==> src/rtl/decade_counter_if.sv <==
// Bus bundle for one BCD counter digit: run/hold control in, count and carry out.
// Latency: none, this is wiring only.
// Backpressure: none; the carry output is the only flow signal and feeds the next digit's enable.
interface decade_counter_if #(
    parameter int unsigned COUNT_WIDTH = 4
);
    logic                   Start_Stopb_In;
    logic [COUNT_WIDTH-1:0] Count_Out;
    logic                   Carry_Out;

    // Counter side: takes the enable, drives count and carry.
    modport slave (
        input  Start_Stopb_In,
        output Count_Out,
        output Carry_Out
    );

    // Controller / next-digit side: drives the enable, observes count and carry.
    modport master (
        output Start_Stopb_In,
        input  Count_Out,
        input  Carry_Out
    );
endinterface

==> src/rtl/decade_counter.sv <==
// Modulo-10 BCD up-counter with run/hold enable and terminal-count carry for cascading.
// Latency: count changes one edge after the enable is sampled high; carry is combinational.
// Backpressure: Start_Stopb_In low holds the count; carry is gated by the enable and by reset.
module decade_counter #(
    parameter int unsigned COUNT_WIDTH = 4,
    parameter int unsigned COUNT_MAX   = 9
) (
    input  logic                 Clk_In,
    input  logic                 Reset_In,
    decade_counter_if.slave      cnt_if
);

    localparam logic [COUNT_WIDTH-1:0] MAX_VAL = COUNT_WIDTH'(COUNT_MAX);

    logic [COUNT_WIDTH-1:0] count_q;
    logic [COUNT_WIDTH-1:0] count_d;

    // Next count: advance while enabled; the terminal value and any illegal
    // value above it both load zero, so a corrupted digit self-recovers on the
    // next enabled edge and otherwise just holds.
    always_comb begin
        count_d = count_q;
        if (cnt_if.Start_Stopb_In) begin
            if (count_q >= MAX_VAL) begin
                count_d = '0;
            end else begin
                count_d = count_q + COUNT_WIDTH'(1);
            end
        end
    end

    // Count register; reset clears it immediately without waiting for a clock.
    always_ff @(posedge Clk_In or negedge Reset_In) begin
        if (!Reset_In) begin
            count_q <= '0;
        end else begin
            count_q <= count_d;
        end
    end

    assign cnt_if.Count_Out = count_q;

    // Carry marks the cycle before the wrap. Illegal values never equal
    // MAX_VAL, so carry stays low for them. Reset gates it directly so it is
    // low even in the instant reset falls.
    assign cnt_if.Carry_Out = (count_q == MAX_VAL) && cnt_if.Start_Stopb_In && Reset_In;

endmodule

==> src/flat_wrapper.sv <==
// flat-port wrapper written by rule: the top's interface ports become plain ports
module decade_counter_flat 
#(
    parameter int unsigned COUNT_WIDTH = 4,
    parameter int unsigned COUNT_MAX   = 9
)
  (Clk_In, Reset_In, cnt_if_Start_Stopb_In, cnt_if_Count_Out, cnt_if_Carry_Out);
  decade_counter_if #(.COUNT_WIDTH(COUNT_WIDTH)) cnt_if_i ();
  input  logic Clk_In;
  input  logic Reset_In;
  input wire logic [$bits(cnt_if_i.Start_Stopb_In)-1:0] cnt_if_Start_Stopb_In;
  output wire logic [$bits(cnt_if_i.Count_Out)-1:0] cnt_if_Count_Out;
  output wire logic [$bits(cnt_if_i.Carry_Out)-1:0] cnt_if_Carry_Out;
  assign cnt_if_i.Start_Stopb_In = cnt_if_Start_Stopb_In;
  assign cnt_if_Count_Out = cnt_if_i.Count_Out;
  assign cnt_if_Carry_Out = cnt_if_i.Carry_Out;
  decade_counter #(.COUNT_WIDTH(COUNT_WIDTH), .COUNT_MAX(COUNT_MAX)) u_core (.Clk_In(Clk_In), .Reset_In(Reset_In), .cnt_if(cnt_if_i));
endmodule
==> config.mk <==
export PLATFORM = sky130hd
export DESIGN_NAME = decade_counter_flat
export DESIGN_NICKNAME = d
export VERILOG_FILES = /design/src/rtl/decade_counter_if.sv /design/src/rtl/decade_counter.sv /design/src/flat_wrapper.sv
export SDC_FILE = /design/constraint.sdc
export NUM_CORES = 1
export LEC_CHECK = 0
export ABC_AREA = 1
export CORE_AREA = 2 2 39 41
export DETAILED_ROUTE_END_ITERATION = 8
export DIE_AREA = 0 0 41 43
export GPL_TIMING_DRIVEN = 0
export PLACE_DENSITY = 0.38
export SLEW_MARGIN = 20
export SYNTH_ARGS = -nofsm -noshare
export SYNTH_HDL_FRONTEND = slang
export SYNTH_SLANG_ARGS = --single-unit
export TNS_END_PERCENT = 50
==> constraint.sdc <==
create_clock -name Clk_In -period 1.6 [get_ports Clk_In]
set_clock_uncertainty 0.1 [all_clocks]
set_input_delay 0.32 -clock Clk_In [delete_from_list [all_inputs] [get_ports Clk_In]]
set_output_delay 0.32 -clock Clk_In [all_outputs]
set_load 0.05 [all_outputs]
# After elaboration in Yosys (flattened, before gate mapping)
# Index checks and enable logic that the tools add are counted.
# Widths: inputs -> output; s select.
dict set report op_classes {
  addsub 1
  n_lt_le_gt_ge 1
  n_eq_ne 1
  muxes 1
  n_reduce_logical 2
}
# cell count
set op_table {}
lappend op_table {{$add 4x1->4 const B} 1}
lappend op_table {{$eq 4x4->1 const B} 1}
lappend op_table {{$ge 4x4->1 const B} 1}
lappend op_table {{$mux 4} 1}
lappend op_table {{$logic_and 1x1->1} 2}
dict set report word_totals {
  regBits 4
  in_bits 3
}

# Logic depth before layout (Yosys ltp)
# Gate-level depths: netlist of the first run.
dict set report depth {
  depth_word 3
  mapped_depth 7
  depth_no_buf 7
}

# Least setup slack after synthesis of the first run
# No wires, ideal clock.
dict set report synth_timing {
  path_kind {register -> output}
  startpoint {register u_core.count_q[0], in the netlist u_core.cnt_if.Count_Out[0]}
  endpoint {output port cnt_if_Carry_Out}
  t_arrival_ns 1.689
  setup_slack_ns -0.509
  stages_incl_launch_ff 4
  n_path_buf 0
  cell_sequence {dfrtp_1 ha_1 nand3_1 nor2_1}
}
dict set report synth_via {
  elab_chain_cells 3
}
# element line
set synth_rtl {}
lappend synth_rtl {{start, declared} decade_counter.sv:15} ;# logic [COUNT_WIDTH-1:0] count_q;
lappend synth_rtl {{start signal, assigned} decade_counter.sv:37} ;# count_q <= count_d;
lappend synth_rtl {{$eq 4x4->1} decade_counter.sv:46} ;# assign cnt_if.Carry_Out = (count_q == MAX_VAL) && cnt_if.Start_Stopb_In && Reset_In;
lappend synth_rtl {{$logic_and 1x1->1 (2 in a row)} decade_counter.sv:46}
lappend synth_rtl {{end, declared} flat_wrapper.sv:13} ;# output wire logic [$bits(cnt_if_i.Carry_Out)-1:0] cnt_if_Carry_Out;
# No other way between the ends.

# Worst setup path in the final report of the first run
dict set report layout_timing {
  startpoint {register u_core.count_q[1], in the netlist u_core.cnt_if.Count_Out[1]}
  endpoint {output port cnt_if_Carry_Out}
}
# Same word-level chain as after synthesis.

==> flow_summary.ini, run 1 <==
[floorplan]
die_w_um = 41
die-height_um = 43
design.die.area_um2 = 1760
core_um2 = 1380
start_util_pct = 19.0
ios = 8
num_rows = 14

[clocking]
cts_root_buffer = clkbuf_4
cts.clk_slew.worst_paths_ps = 40
clock_path_buffers = 2
cts_sinks = 4
cts_buffers = 3
cts_tree = yes
cts_max_level = 1
clk_latency_ps = 240

[synthesis]
syn_area_per_cell_um2 = 7.10
synthDistinctLibCells = 8
synth_nets = 43
synth_area_leaders = dfrtp_1, nand2_1, ha_1
ys_seq_area_share_pct = 38.1
ys_ff_latch = 4
synth_top_area_share_pct = 38.1
yosysWarnings = 0
syn_area_um2 = 263
synth_area_leader_cell = dfrtp_1
syn_inst = 37

[critical_path]
required_ps = 1180
cp_max_fo = 5
endpoint_kind = output pin
critPathKind = flip-flop to output pin
critPathArrivalTime_ps = 1200
path_cells = inv_2 > ha_4 > nand3_4 > nor2_4 > buf_8
cp_top_family = flip-flops
cpPeakStageDelay_ps = 430
critPathSlowestCell = dfrtp_2
cp_num_buf_inv = 2
start_kind = flip-flop

[power_and_ir_drop]
pwr-share-comb_pct = 58.9
p_leak_nw = 0.212
switching_power_uw = 456
ir_worst_vdd_uv = 760
swShare_pct = 50.9
powerDensity_nw_per_um2 = 2020
totalPowerFinal_uw = 895
internal_power_uw = 439
power_frac_seq_pct = 25.8
p_clk_share_pct = 15.4

[cells_and_area]
fin_util_pct = 32.0
syn_to_final_growth_pct = 68.6
layoutNonFillerInstCount = 67
largest_reg_flops = 4
fin_nets = 58
layout-drive-gt1-share_pct = 33.3
num_antenna_cells = 0

[route]
vias = 271
drc = 0
first_iter_violations = 0
vias_per_cell = 4.04
ant_nets = 0
wl_per_cell_um = 9.30
totalWireLength_um = 623
firstDrtPassIters = 1

[global_routing]
grt_pass1_vias = 268
grt_pass1_wl_mm = 1.05
grt_usage_pct = 9.46
grt_max_degree = 8
antenna_found_initial = 0
overflow = 0

[sta]
tns_ps = -20.9
worst_slew_pin_slew_ps = 491
period_needed_ps = 1620
finalSetupViolCount = 1
finalHoldViolations = 0
slew_headroom_pct = 67.4
rsz0062_at_grt = yes
period_share_pct = 101
slew_violations = 0
finalWorstSetupSlack_ps = -20.9
fmax_mhz = 617

[placement]
io_buffer_count = 7
dp_hpwl_um = 475
place_inst = 60
gp_routability_congestion = 0.628

[hold_path]
hold_class = flip-flop to flip-flop

[run_status]
status = finished, violations left
violations = setup timing

[flow_run]
drv_cap = 0
==> power by group through the flow <==
stage / Clock [mW] / Sequential, mW / Combinational (mW)
after floorplan: 0 / 0.374 / 0.200
after global placement: 0 / 0.231 / 0.488
after detailed placement: 0 / 0.235 / 0.496
after global routing: 0.155 / 0.247 / 0.573
after CTS: 0.141 / 0.234 / 0.502
final: 0.138 / 0.230 / 0.527
==> worst register-to-register path: stages, from the launching register on <==
cell,delay (ps)
dfrtp_2,460
ha_4,190
buf_4,130
nor2_2,100
nand2_1,60
nand2_1,80
nand2_1,50
nand2_1,50
==> cell usage after synthesis <==
library cell	instances
nand2_1	15
a21oi_2	1
nor2_2	2
ha_1	3
inv_1	5
nand3_1	2
dfrtp_1	4
nor2_1	5
==> cell usage in the layout, fill, tap and decap left out, types with 3 or more instances in the layout <==
cell | netlist | layout
clkbuf_4 | 0 | 3
inv_1 | 5 | 4
dlygate4sd2_1 | 0 | 3
nor2_1 | 5 | 4
nand2_1 | 15 | 15
==> through the flow <==
stage | hold WS (ps) | area, um^2 | worst slack (ps)
floorplan | -75.6 | 285 | 14.8
global placement | 444 | 375 | -803
detailed placement | 455 | 375 | -827
CTS | 464 | 423 | -53.1
global route | 484 | 443 | -91.1
finish | 453 | 443 | -20.9
==> worst paths after layout <==
path,start,to,slack (ps),depth (start not counted)
worst max-delay path,u_core.cnt_if.Count_Out[1],cnt_if_Carry_Out,-20,5
worst min-delay path,u_core.cnt_if.Count_Out[1],u_core.cnt_if.Count_Out[1],450,2
worst max register to register,u_core.cnt_if.Count_Out[0],u_core.cnt_if.Count_Out[1],310,7
worst min register to register,u_core.cnt_if.Count_Out[1],u_core.cnt_if.Count_Out[1],450,2
max in group asynchronous,Reset_In,u_core.cnt_if.Count_Out[0],630,2
min in group asynchronous,Reset_In,u_core.cnt_if.Count_Out[1],580,2
==> cells by family after synthesis <==
logic type | synth area share (%)
flip-flops | 38.1
adder cells (fa/ha/maj) | 14.3
AO/OA/AOI/OAI | 3.33
AND/OR/NAND/NOR | 37.1
buffers and inverters | 7.14
==> repair_timing <==
| item | in CTS | in global routing |
|---|---|---|
| endpoints found under the setup margin | 5 | 3 |
| hold buffers | 1 | 0 |
| buffers inserted | 0 | 2 |
| endpoints found under the hold margin | 4 | 0 |
| pin swaps | 1 | 0 |
| gates resized for setup | 19 | 2 |
==> metal layers <==
| metal | vias to the layer above | part of all wire (%) | global-route usage (%) | routed length, um |
|---|---|---|---|---|
| li1 | 137 | - | - | - |
| met1 | 122 | 41 | 8.74 | 254 |
| met2 | 10 | 49 | 14.4 | 305 |
| met3 | 2 | 8.0 | 6.28 | 50 |
| met4 | 0 | 2.1 | 6.00 | 13 |
| met5 | - | 0 | 0 | 0 |
==> cell type report <==
type | count | area, um^2
Tap cell | 16 | 20.0
Timing Repair Buffer | 10 | 98.8
Multi-Input combinational cell | 28 | 176
Sequential cell | 4 | 103
Clock buffer | 4 | 26.3
Fill cell | 154 | 941
Inverter | 5 | 18.8
Power figures use the tool's default switching activity.
==> inputs of run 2 (changes only) <==
- CORE_AREA: 2 2 39 41 -> 5 5 42 44
- DIE_AREA: 0 0 41 43 -> 0 0 47 49
- REMOVE_ABC_BUFFERS: default -> 1
==> flow_summary.ini, run 2 (synthesis gave the netlist of run 1 again) <==
[run_status]
status = finished, violations left
violations = setup timing

[cells_and_area]
fin_nets = 57
num_antenna_cells = 0
syn_to_final_growth_pct = 54.8
fill_cells = 164
design_area_um2 = 407
final_common_cell = nand2_1
layout-drive-gt1-share_pct = 36.7
fin_util_pct = 29.0
layoutNonFillerInstCount = 65
layout_common_cells = nand2_1, inv_1, nor2_1
largest_reg_flops = 4

[route]
firstDrtPassIters = 3
drc = 0
first_iter_violations = 4
wl_per_cell_um = 9.57
totalWireLength_um = 622
ant_nets = 0
vias = 255
vias_per_cell = 3.92

[sta]
worst_slew_pin_slew_ps = 280
slew_headroom_pct = 81.4
period_needed_ps = 1620
rsz0062_at_grt = yes
tns_ps = -21.9
finalSetupViolCount = 1
period_share_pct = 101
slew_violations = 0
hold_ws_ps = 452
finalHoldViolations = 0
fmax_mhz = 617
finalWorstSetupSlack_ps = -21.9

[placement]
pre_cts_ws_ps = -760
io_buffer_count = 7
gp_routability_congestion = 0.650
dp_hpwl_um = 461
place_inst = 60
place_area_um2 = 353

[global_routing]
overflow = 0
grt_usage_pct = 6.49
antenna_found_initial = 0
grt_max_degree = 8
grt_pass1_vias = 237
grt_pass1_wl_mm = 1.01

[power_and_ir_drop]
p_clk_share_pct = 14.9
power_frac_seq_pct = 27.4
totalPowerFinal_uw = 833
ir_worst_vdd_uv = 939
powerDensity_nw_per_um2 = 2050
internal_power_uw = 398
swShare_pct = 52.2
pwr-share-comb_pct = 57.8
switching_power_uw = 435
p_leak_nw = 0.203

[floorplan]
ios = 8
num_rows = 14
core_um2 = 1400
start_util_pct = 18.8
die-height_um = 49
die_w_um = 47
design.die.area_um2 = 2300

[critical_path]
endpoint_kind = output pin
cp-startpoint = u_core.cnt_if.Count_Out[1]
r2r_end = u_core.cnt_if.Count_Out[1]
cp_max_fo = 4
critPathArrivalTime_ps = 1200
start_kind = flip-flop
critPathKind = flip-flop to output pin
required_ps = 1180
r2r_start = u_core.cnt_if.Count_Out[0]
crit_path_end = cnt_if_Carry_Out
r2r_cells = 6
regToRegSetupSlack_ps = 400

[clocking]
cts_sinks = 4
cts_tree = yes
cts_max_level = 1
cts.clk_slew.worst_paths_ps = 30
clk_latency_ps = 230
cts_root_buffer = clkbuf_4
clock_path_buffers = 2
cts_buffers = 3

[hold_path]
whs_path_depth = 2
hold_class = flip-flop to flip-flop

[flow_run]
drv_cap = 0
-- run 2: worst min-delay path by stage --
stage | slack [ps] | from | end
floorplan | -80 | Reset_In | u_core.cnt_if.Count_Out[0]
global placement | 460 | Reset_In | u_core.cnt_if.Count_Out[2]
detailed placement | 460 | Reset_In | u_core.cnt_if.Count_Out[2]
CTS | 490 | u_core.cnt_if.Count_Out[3] | u_core.cnt_if.Count_Out[3]
global route | 500 | u_core.cnt_if.Count_Out[1] | u_core.cnt_if.Count_Out[1]
finish | 450 | u_core.cnt_if.Count_Out[1] | u_core.cnt_if.Count_Out[1]
-- run 2: cell type report --
class                   instances  area, um^2  area share (%)
clock buffers                   3        22.5            5.54
inverters                       5        18.8            4.62
multi-input cells              28         164            40.3
flip-flops and latches          4         103            25.2
well taps                      16        20.0            4.92
repair buffers                  9        78.8            19.4
-- run 2: what timing repair did --
action | in CTS | in global routing
hold buffers | 1 | 0
pin swaps | 0 | 2
endpoints found under the setup margin | 5 | 3
cloned | 0 | 0
gates resized for setup | 16 | 12
hold endpoints to repair | 4 | 0
buffers inserted | 0 | 1
-- run 2: metal layers --
layer | vias up | routed length, um | GRT usage (%)
met5 | - | 0 | 0
met4 | 0 | 0 | 0
met3 | 0 | 56 | 6.64
met2 | 9 | 291 | 8.82
met1 | 111 | 274 | 7.74
li1 | 135 | - | -
-- run 2: power by group through the flow --
stage                     registers (mW)  clock network [mW]  logic [mW]
final                              0.228               0.124       0.481
after floorplan                    0.360                   0       0.181
after detailed placement           0.218                   0       0.469
after CTS                          0.219               0.131       0.451
after global placement             0.221                   0       0.473
after global routing               0.238               0.144       0.531
-- run 2: critical path: stages (launching register included) --
cell	delay [ps]
dfrtp_2	420
inv_2	80
ha_4	130
nand3_2	60
nor2_2	110
buf_6	160
